[src/rtl/imem_loader_pkg.sv]
// Shared types and constants for the instruction-memory loader.
package imem_loader_pkg;

  typedef enum logic [2:0] {
    ST_IDLE   = 3'd0,
    ST_LEN_HI = 3'd1,
    ST_LEN_LO = 3'd2,
    ST_DATA   = 3'd3,
    ST_CSUM   = 3'd4,
    ST_DONE   = 3'd5,
    ST_ERROR  = 3'd6
  } state_t;

  localparam int LEN_BYTES      = 2;
  localparam int BYTES_PER_WORD = 4;

  function automatic logic [7:0] csum_step(input logic [7:0] acc, input logic [7:0] b);
    return acc ^ b;
  endfunction

endpackage

[src/rtl/imem_loader_word_packer.sv]
// Byte-to-word assembler: big-endian, emits the finished word with a one-cycle valid pulse.
module imem_word_packer
  import imem_loader_pkg::*;
(
  input  logic        clk,
  input  logic        rst,
  input  logic        clear,
  input  logic        byte_valid,
  input  logic [7:0]  byte_data,
  output logic [1:0]  idx,
  output logic [31:0] word,
  output logic        word_valid
);

  localparam logic [1:0] LAST_IDX = 2'(BYTES_PER_WORD - 1);

  logic [23:0] shift_r;
  logic [1:0]  idx_r;
  logic [31:0] word_r;
  logic        word_valid_r;

  // Keep the three most recent bytes; the fourth completes the word.
  always_ff @(posedge clk) begin
    if (rst) begin
      shift_r      <= 24'd0;
      idx_r        <= 2'd0;
      word_r       <= 32'd0;
      word_valid_r <= 1'b0;
    end else if (clear) begin
      shift_r      <= 24'd0;
      idx_r        <= 2'd0;
      word_valid_r <= 1'b0;
    end else begin
      word_valid_r <= 1'b0;
      if (byte_valid) begin
        shift_r <= {shift_r[15:0], byte_data};
        idx_r   <= idx_r + 2'd1;
        if (idx_r == LAST_IDX) begin
          word_r       <= {shift_r, byte_data};
          word_valid_r <= 1'b1;
        end
      end
    end
  end

  assign idx        = idx_r;
  assign word       = word_r;
  assign word_valid = word_valid_r;

endmodule

[src/rtl/imem_loader.sv]
// Instruction-memory loader: parses length/data/checksum stream, writes words, gates core reset.
module imem_loader
  import imem_loader_pkg::*;
#(
  parameter int                ADDR_W    = 8,
  parameter logic [ADDR_W-1:0] BASE_ADDR = {ADDR_W{1'b0}}
) (
  input  logic              clk,
  input  logic              rst,
  input  logic              start,
  input  logic [7:0]        in_data,
  input  logic              in_valid,
  output logic              in_ready,
  output logic              imem_we,
  output logic [ADDR_W-1:0] imem_addr,
  output logic [31:0]       imem_wdata,
  output logic              core_rst,
  output logic              busy,
  output logic              done,
  output logic              error
);

  localparam logic [1:0]         LAST_IDX = 2'(BYTES_PER_WORD - 1);
  localparam longint unsigned    CAP      = 64'd1 << ADDR_W;
  localparam int                 LEN_W    = LEN_BYTES * 8;

  state_t state_r, next_state_s;
  logic in_ready_r, busy_r, done_r, error_r, core_rst_r;
  logic in_ready_s, busy_s, done_s, error_s, core_rst_s;

  logic [LEN_W-1:0]  len_r;
  logic [LEN_W-1:0]  word_cnt_r;
  logic [7:0]        csum_r;
  logic [ADDR_W-1:0] addr_r;

  logic        xfer_s, start_ok_s, word_done_s, pk_valid_s;
  logic [1:0]  pk_idx_s;
  logic [31:0] pk_word_s;
  logic [LEN_W-1:0] n_s;

  assign xfer_s      = in_valid & in_ready_r;
  assign start_ok_s  = start & ((state_r == ST_IDLE) | (state_r == ST_DONE) | (state_r == ST_ERROR));
  assign word_done_s = xfer_s & (state_r == ST_DATA) & (pk_idx_s == LAST_IDX);
  assign n_s         = {len_r[15:8], in_data};

  imem_word_packer u_packer (
    .clk        (clk),
    .rst        (rst),
    .clear      (start_ok_s),
    .byte_valid (xfer_s & (state_r == ST_DATA)),
    .byte_data  (in_data),
    .idx        (pk_idx_s),
    .word       (pk_word_s),
    .word_valid (pk_valid_s)
  );

  // State and status flags register; flags follow the state being entered.
  always_ff @(posedge clk) begin
    if (rst) begin
      state_r    <= ST_IDLE;
      in_ready_r <= 1'b0;
      busy_r     <= 1'b0;
      done_r     <= 1'b0;
      error_r    <= 1'b0;
      core_rst_r <= 1'b1;
    end else begin
      state_r    <= next_state_s;
      in_ready_r <= in_ready_s;
      busy_r     <= busy_s;
      done_r     <= done_s;
      error_r    <= error_s;
      core_rst_r <= core_rst_s;
    end
  end

  // Next-state decode.
  always_comb begin
    next_state_s = state_r;
    case (state_r)
      ST_IDLE, ST_DONE, ST_ERROR: begin
        if (start) next_state_s = ST_LEN_HI;
        else       next_state_s = state_r;
      end
      ST_LEN_HI: begin
        if (xfer_s) next_state_s = ST_LEN_LO;
        else        next_state_s = state_r;
      end
      ST_LEN_LO: begin
        if (!xfer_s)                    next_state_s = state_r;
        else if ({48'd0, n_s} > CAP)    next_state_s = ST_ERROR;
        else if (n_s == 16'd0)          next_state_s = ST_CSUM;
        else                            next_state_s = ST_DATA;
      end
      ST_DATA: begin
        if (word_done_s && (word_cnt_r == len_r - 16'd1)) next_state_s = ST_CSUM;
        else                                              next_state_s = state_r;
      end
      ST_CSUM: begin
        if (!xfer_s)                 next_state_s = state_r;
        else if (in_data == csum_r)  next_state_s = ST_DONE;
        else                         next_state_s = ST_ERROR;
      end
      default: next_state_s = ST_IDLE;
    endcase
  end

  // Status decode of the state being entered.
  always_comb begin
    in_ready_s = 1'b0;
    busy_s     = 1'b0;
    done_s     = 1'b0;
    error_s    = 1'b0;
    core_rst_s = 1'b1;
    case (next_state_s)
      ST_LEN_HI, ST_LEN_LO, ST_DATA, ST_CSUM: begin
        in_ready_s = 1'b1;
        busy_s     = 1'b1;
      end
      ST_DONE: begin
        done_s     = 1'b1;
        core_rst_s = 1'b0;
      end
      ST_ERROR: error_s = 1'b1;
      default:  in_ready_s = 1'b0;
    endcase
  end

  // Length, word count, checksum and write address.
  always_ff @(posedge clk) begin
    if (rst || start_ok_s) begin
      len_r      <= 16'd0;
      word_cnt_r <= 16'd0;
      csum_r     <= 8'd0;
      addr_r     <= BASE_ADDR;
    end else begin
      if (xfer_s) begin
        case (state_r)
          ST_LEN_HI: len_r[15:8] <= in_data;
          ST_LEN_LO: len_r[7:0]  <= in_data;
          ST_DATA:   csum_r      <= csum_step(csum_r, in_data);
          default:   csum_r      <= csum_r;
        endcase
      end
      if (word_done_s) word_cnt_r <= word_cnt_r + 16'd1;
      if (pk_valid_s)  addr_r     <= addr_r + {{(ADDR_W-1){1'b0}}, 1'b1};
    end
  end

  assign in_ready   = in_ready_r;
  assign busy       = busy_r;
  assign done       = done_r;
  assign error      = error_r;
  assign core_rst   = core_rst_r;
  assign imem_we    = pk_valid_s;
  assign imem_wdata = pk_word_s;
  assign imem_addr  = addr_r;

endmodule
[config.mk]
export PLATFORM = sky130hd
export DESIGN_NAME = imem_loader
export DESIGN_NICKNAME = d
export VERILOG_FILES = /design/src/rtl/imem_loader_pkg.sv /design/src/rtl/imem_loader_word_packer.sv /design/src/rtl/imem_loader.sv
export SDC_FILE = /design/constraint.sdc
export NUM_CORES = 1
export LEC_CHECK = 0
export ABC_AREA = 0
export CELL_PAD_IN_SITES_DETAIL_PLACEMENT = 1
export CELL_PAD_IN_SITES_GLOBAL_PLACEMENT = 1
export CORE_MARGIN = 3
export CORE_UTILIZATION = 39
export CTS_CLUSTER_DIAMETER = 200
export DETAILED_ROUTE_END_ITERATION = 8
export PLACE_DENSITY_LB_ADDON = 0.25
export SLEW_MARGIN = 20
export SYNTH_ARGS = -nofsm -noshare
export SYNTH_HDL_FRONTEND = slang
export SYNTH_SLANG_ARGS = --single-unit
export TNS_END_PERCENT = 30
[constraint.sdc]
create_clock -name clk -period 5.4 [get_ports clk]
set_input_delay 1.35 -clock clk [delete_from_list [all_inputs] [get_ports clk]]
set_output_delay 1.35 -clock clk [all_outputs]
set_load 0.01 [all_outputs]
== Yosys cells after proc, flatten, opt, wreduce, memory -nomap -nowiden ==
Cells that the tools add are included.
Word-level totals
  bits in registers: 114
  bits in latches: 0
  bits in writable memories: 0
  bits in read-only memories: 0
  input bits: 12
  output and inout bits: 46
  logic and storage cells: 69
  memories: 0
Operators by class
  add/sub/neg operators: 4
  $mul: 0
  divide/modulo/power cells: 0
  magnitude comparators: 1
  equality and inequality tests: 15
  shift-type cells: 0
  mux-type cells: 14
  bitwise gates (word level): 9
  reduce and logical (&&, ||, !) cells: 12
Operators by type and width (count)
  $mux 3: 7
  $eq 3x3->1 const B: 6
  $add 16x1->16 const B: 1
  $eq 16x16->1: 1
  $gt 16x9->1 const B: 1
  $logic_not 16->1: 1
  $sub 16x1->16 const B: 1
  $pmux 3 s5: 1
  $eq 3x2->1 const B: 4
  $add 8x1->8 const B: 1
  $eq 8x8->1: 1
  $xor 8x8->8: 1
  $eq 3x1->1 const B: 2
  $reduce_and 2->1: 3
  $reduce_or 3->1: 2
  $mux 1: 5
  $and 1x1->1: 4
  $reduce_or 4->1: 1
  $logic_not 3->1: 1
  $reduce_and 3->1: 1
  $add 2x1->2 const B: 1
  $eq 2x2->1 const B: 1
  $mux 2: 1
  $not 1->1: 2
  other kinds (4): 5

== Longest topological paths before layout ==
  depth in word-level cells: 9
  depth in mapped cells: 11
  depth with buffers taken out: 10

== By module ==
From an unflattened synthesis, not the netlist that was laid out.
Second synthesis, totals
  cells, all modules: 605
  area, all modules: 5449.0 sq um
By module, submodules not included
  imem_loader: instances 1, cells each 376, area an instance 3047.9 sq um, seq. area each 1101.1 sq um
  imem_word_packer: instances 1, cells each 229, area an instance 2401.1 sq um, seq. area each 1181.1 sq um

== Least setup slack after synthesis ==
No wires, ideal clock.
  path kind: input -> register
  start: input port in_valid
  end: register error_r, in the netlist error
  setup time: 73 ps
  arrival time: 2724 ps
  data required time: 5327 ps
  setup slack: 2604 ps
  cell stages on the path: 7
  buffers on the path: 0
  path through: nand3b_1 nor2_1 o2111a_1 nand3_1 or4_4 a21o_1 nor3b_2
On the way
  cells in the longest elaborated chain, start to end: 8
  elaborated cells on any way between the ends: 11
  those cells by class: eq/ne: 1; mux: 6; bitwise: 3; reduce/logical: 1
Ends and longest elaborated chain
  start: declaration: RTL line imem_loader.sv:12  | input logic in_valid,
  $and 1x1->1 *: RTL line imem_loader.sv:41  | assign xfer_s = in_valid & in_ready_r;
  $and 1x1->1 (2 in a row): RTL line imem_loader.sv:43  | assign word_done_s = xfer_s & (state_r == ST_DATA) & (pk_idx_s == LAST_IDX);
  $logic_and 1x1->1: RTL line imem_loader.sv:95  | if (word_done_s && (word_cnt_r == len_r - 16'd1)) next_state_s = ST_CSUM;
  $mux 3: RTL line imem_loader.sv:95
  $pmux 3 s5 *: RTL line imem_loader.sv:79  | case (state_r)
  $eq 3x3->1 *: RTL line imem_loader.sv:114  | case (next_state_s)
  $mux 1 *: RTL line imem_loader.sv:114
  end signal: assignment: RTL line imem_loader.sv:71  | error_r <= error_s;
  end: declaration: RTL line imem_loader.sv:28  | logic in_ready_r, busy_r, done_r, error_r, core_rst_r;
Every way passes the cells marked *; elsewhere a longest branch is shown, timed or not.
A chain may end at the register's enable or synchronous reset.

== Final worst setup path ==
  start: input port in_valid
  end: register word_cnt_r[11]
On the way
  cells in the longest elaborated chain, start to end: 3
Ends and longest elaborated chain
  $and 1x1->1: RTL line imem_loader.sv:41
  $and 1x1->1 (2 in a row): RTL line imem_loader.sv:43
  end signal: assignment: RTL line imem_loader.sv:144  | if (word_done_s) word_cnt_r <= word_cnt_r + 16'd1;
  end: declaration: RTL line imem_loader.sv:32  | logic [LEN_W-1:0] word_cnt_r;
Every way passes these cells.

==> impl_results.md <==
* Clk_lat worst skew at 410 ps
* Critical path required time at 5700 ps
* Root Buffer: clkbuf_16
* Worst slew margin at 0.396
* Finished Cell Area at 0.00629 sq mm
* Drt initial violations at 202
* Sequential area share after synthesis at 0.455
* Nets at 663
* DP Area at 0.00569 sq mm
* Top post-synthesis cells by count: nand2_1 (136), dfxtp_1 (114), nor2_1 (67)
* Vias in the first global route at 4538
* Die H at 119 um
* PostCTS Resize Cnt at 0
* Die Width at 119 um
* Max Buffers Root-to-Sink at 2
* Area growth, synth to finish at 25.3%
* Pleak at 2.20 nW
* IO Pins at 58
* Fin. Hold Viols at 0
* Asr flop ratio synth at 0
* Fin crit period at 3400 ps
* Final wirelength at 13700 um
* Vias per Instance at 5.27
* Slew Limit Fails at 0
* FF+latch area at 0.00228 sq mm
* Synth top area share at 0.455
* Post-synthesis cell count at 600
* Largest cells by area after synthesis: dfxtp_1 (45%), nand2_1 (10%), xor2_1 (6.6%)
* Antenna violations before repair at 0
* Fmax at 294 MHz
* Die ar. at 0.0143 sq mm
* CTS clk-pin slew, worst paths at 60 ps
* PD cells at 330 mW/mm^2
* Worst setup margin at 2000 ps
* Antenna cells at 0
* Pre-CTS setup slack at 1590 ps
* GP Congestion at 0.811
* Actual slew at the worst max-slew pin at 907 ps
* RSZ-0062 raised after global routing: no
* Sink Count at 114
* Clock Skews at 6.30 ps
* Final ANT Viol Nets at 0
* Crit path capture type: flop
* CP startpoint kind: input port
* GRT overflow at 0
* Placed Instances at 796
* Post-Synthesis Cell Area at 0.00502 sq mm
* Yosys cell types at 57
* Area of the multi-input gates at 0.00255 sq mm
* Critical path class: in -> reg
* DR vias at 4364
* CTS tree: yes
* Max-cap violations at 0
* Top-count cell post-synth: nand2_1
* Synth area leader: dfxtp_1
* Global-route wire length before repair at 23200 um
* Synthesized flop and latch total at 114
* Maximum fanout along the worst path at 5
* Share of cells above drive strength 1 at 0.0803
* Hold_buf cts at 0
* Drt wl/cell at 16.6 um
* Post-synthesis average cell area at 8.36 sq um
* Core box area at 0.0123 sq mm
* Min Hold Slack at 456 ps
* Port bufs at 57
* Largest net degree at the start of global routing at 50
* Top_reg_cell synth: dfxtp_1
* CP arrival at 3690 ps
* DP Wirelength at 9480 um
* Yosys warning total at 0
* TritonCTS Buffers at 17
* Non-Filler Instances at 828
* Drt first pass iters at 4
* Fillers at 1479
* # setup viols final at 0
* Worst VDD drop at 0.202 mV
* HP Class: reg -> reg
* Global Route Usage Sum at 0.203
* H-tree Lvls at 4
* Setup Buffers After CTS at 0
* Setup TNS at 0 ps
* Starting Density at 0.408
* Syn nets at 616
* Period utilisation layout at 0.629
* FP Rows at 40
* # DRC at 0
* Number of synthesized flops with an enable pin at 0
* Outcome: complete, no violations
==> per-stage QoR <==
step | utilization | total power (W)
6_report | 0.511 | 0.00207
5_1_grt | 0.511 | 0.00215
4_1_cts | 0.510 | 0.00209
3_5_place_dp | 0.462 | 0.000962
3_3_place_gp | 0.462 | 0.000959
2_1_floorplan | - | 0.000927
==> where the power goes <==
| group | leakage [nW] | switching, W | internal, W | total, W |
|---|---|---|---|---|
| Sequential | 0.919 | 0.00000805 | 0.000846 | 0.000854 |
| Combinational | 0.995 | 0.0000550 | 0.0000357 | 0.0000907 |
| Clock | 0.282 | 0.000407 | 0.000722 | 0.00113 |
| Total | 2.20 | 0.000470 | 0.00160 | 0.00207 |
==> worst max-delay path: stages <==
cell             delay, ps
clkdlybuf4s50_1        490
nand3b_1               210
nor4_1                 750
and2_1                 280
and4_1                 270
nand2_1                100
xor2_1                 190
nor2_1                  50
==> state kept, by name, summed over array words and instances, names as in the netlist <==
signal / cells
u_packer.word: 32
u_packer.shift_r: 24
len_r: 16
word_cnt_r: 16
csum_r: 8
imem_addr: 8
state_r: 3
u_packer.idx: 2
busy: 1
core_rst: 1
done: 1
error: 1
u_packer.word_valid: 1
==> per-layer routing <==
layer / global-route usage / vias up / routed length [um]
met5: 0 / - / 0
met4: 0.0859 / 0 / 295
met3: 0.0437 / 24 / 624
met2: 0.335 / 88 / 6710
met1: 0.257 / 2129 / 6080
li1: - / 2123 / -
==> final timing paths <==
check                        from              endpoint  slack, ps  depth (start not counted)
max                      in_valid        word_cnt_r[11]       2000                          8
min          u_packer.shift_r[16]  u_packer.shift_r[16]        460                          2
max reg2reg              len_r[0]                 error       2380                          9
min reg2reg  u_packer.shift_r[16]  u_packer.shift_r[16]        460                          2
==> cells by family (layout without fill, tap and decap cells) <==
kind of cell	count (synthesis)	after routing	synth area share
flops	114	114	0.455
mux	17	17	0.0339
fa+ha+maj	5	5	0.0120
simple gates	270	270	0.248
xor+xnor	59	59	0.103
buf+inv	43	103	0.0377
compound gates	92	92	0.111
==> final cells by class <==
cell class | instances | area share
clock buffer | 18 | 0.0683
timing repair buffer | 64 | 0.0991
inverter | 7 | 0.00418
clock inverter | 14 | 0.0259
multi-input combinational | 443 | 0.406
sequential | 114 | 0.363
tap | 168 | 0.0334
==> cells in the final DEF (no fill, tap or decap), types with 3 or more instances in the layout <==
master,synthesis,routed
a31oi_1,3,3
nor3b_1,3,3
or4_4,3,3
bufinv_16,0,3
clkdlybuf4s50_1,0,57
nor3_1,6,6
nor2_1,67,66
clkbuf_16,0,17
nand2_1,136,135
inv_1,6,6
nand4_1,9,9
buf_4,1,7
mux2i_1,17,17
clkinv_2,0,5
dfxtp_1,114,114
clkinvlp_4,0,4
nand3_1,8,8
xnor2_1,21,21
nor4_1,10,10
xor2_1,38,38
a21oi_1,63,63
and4_1,4,4
nand3b_1,5,5
ha_1,4,4
and3_1,5,5
Note: power is estimated with default switching activity, not from simulation.
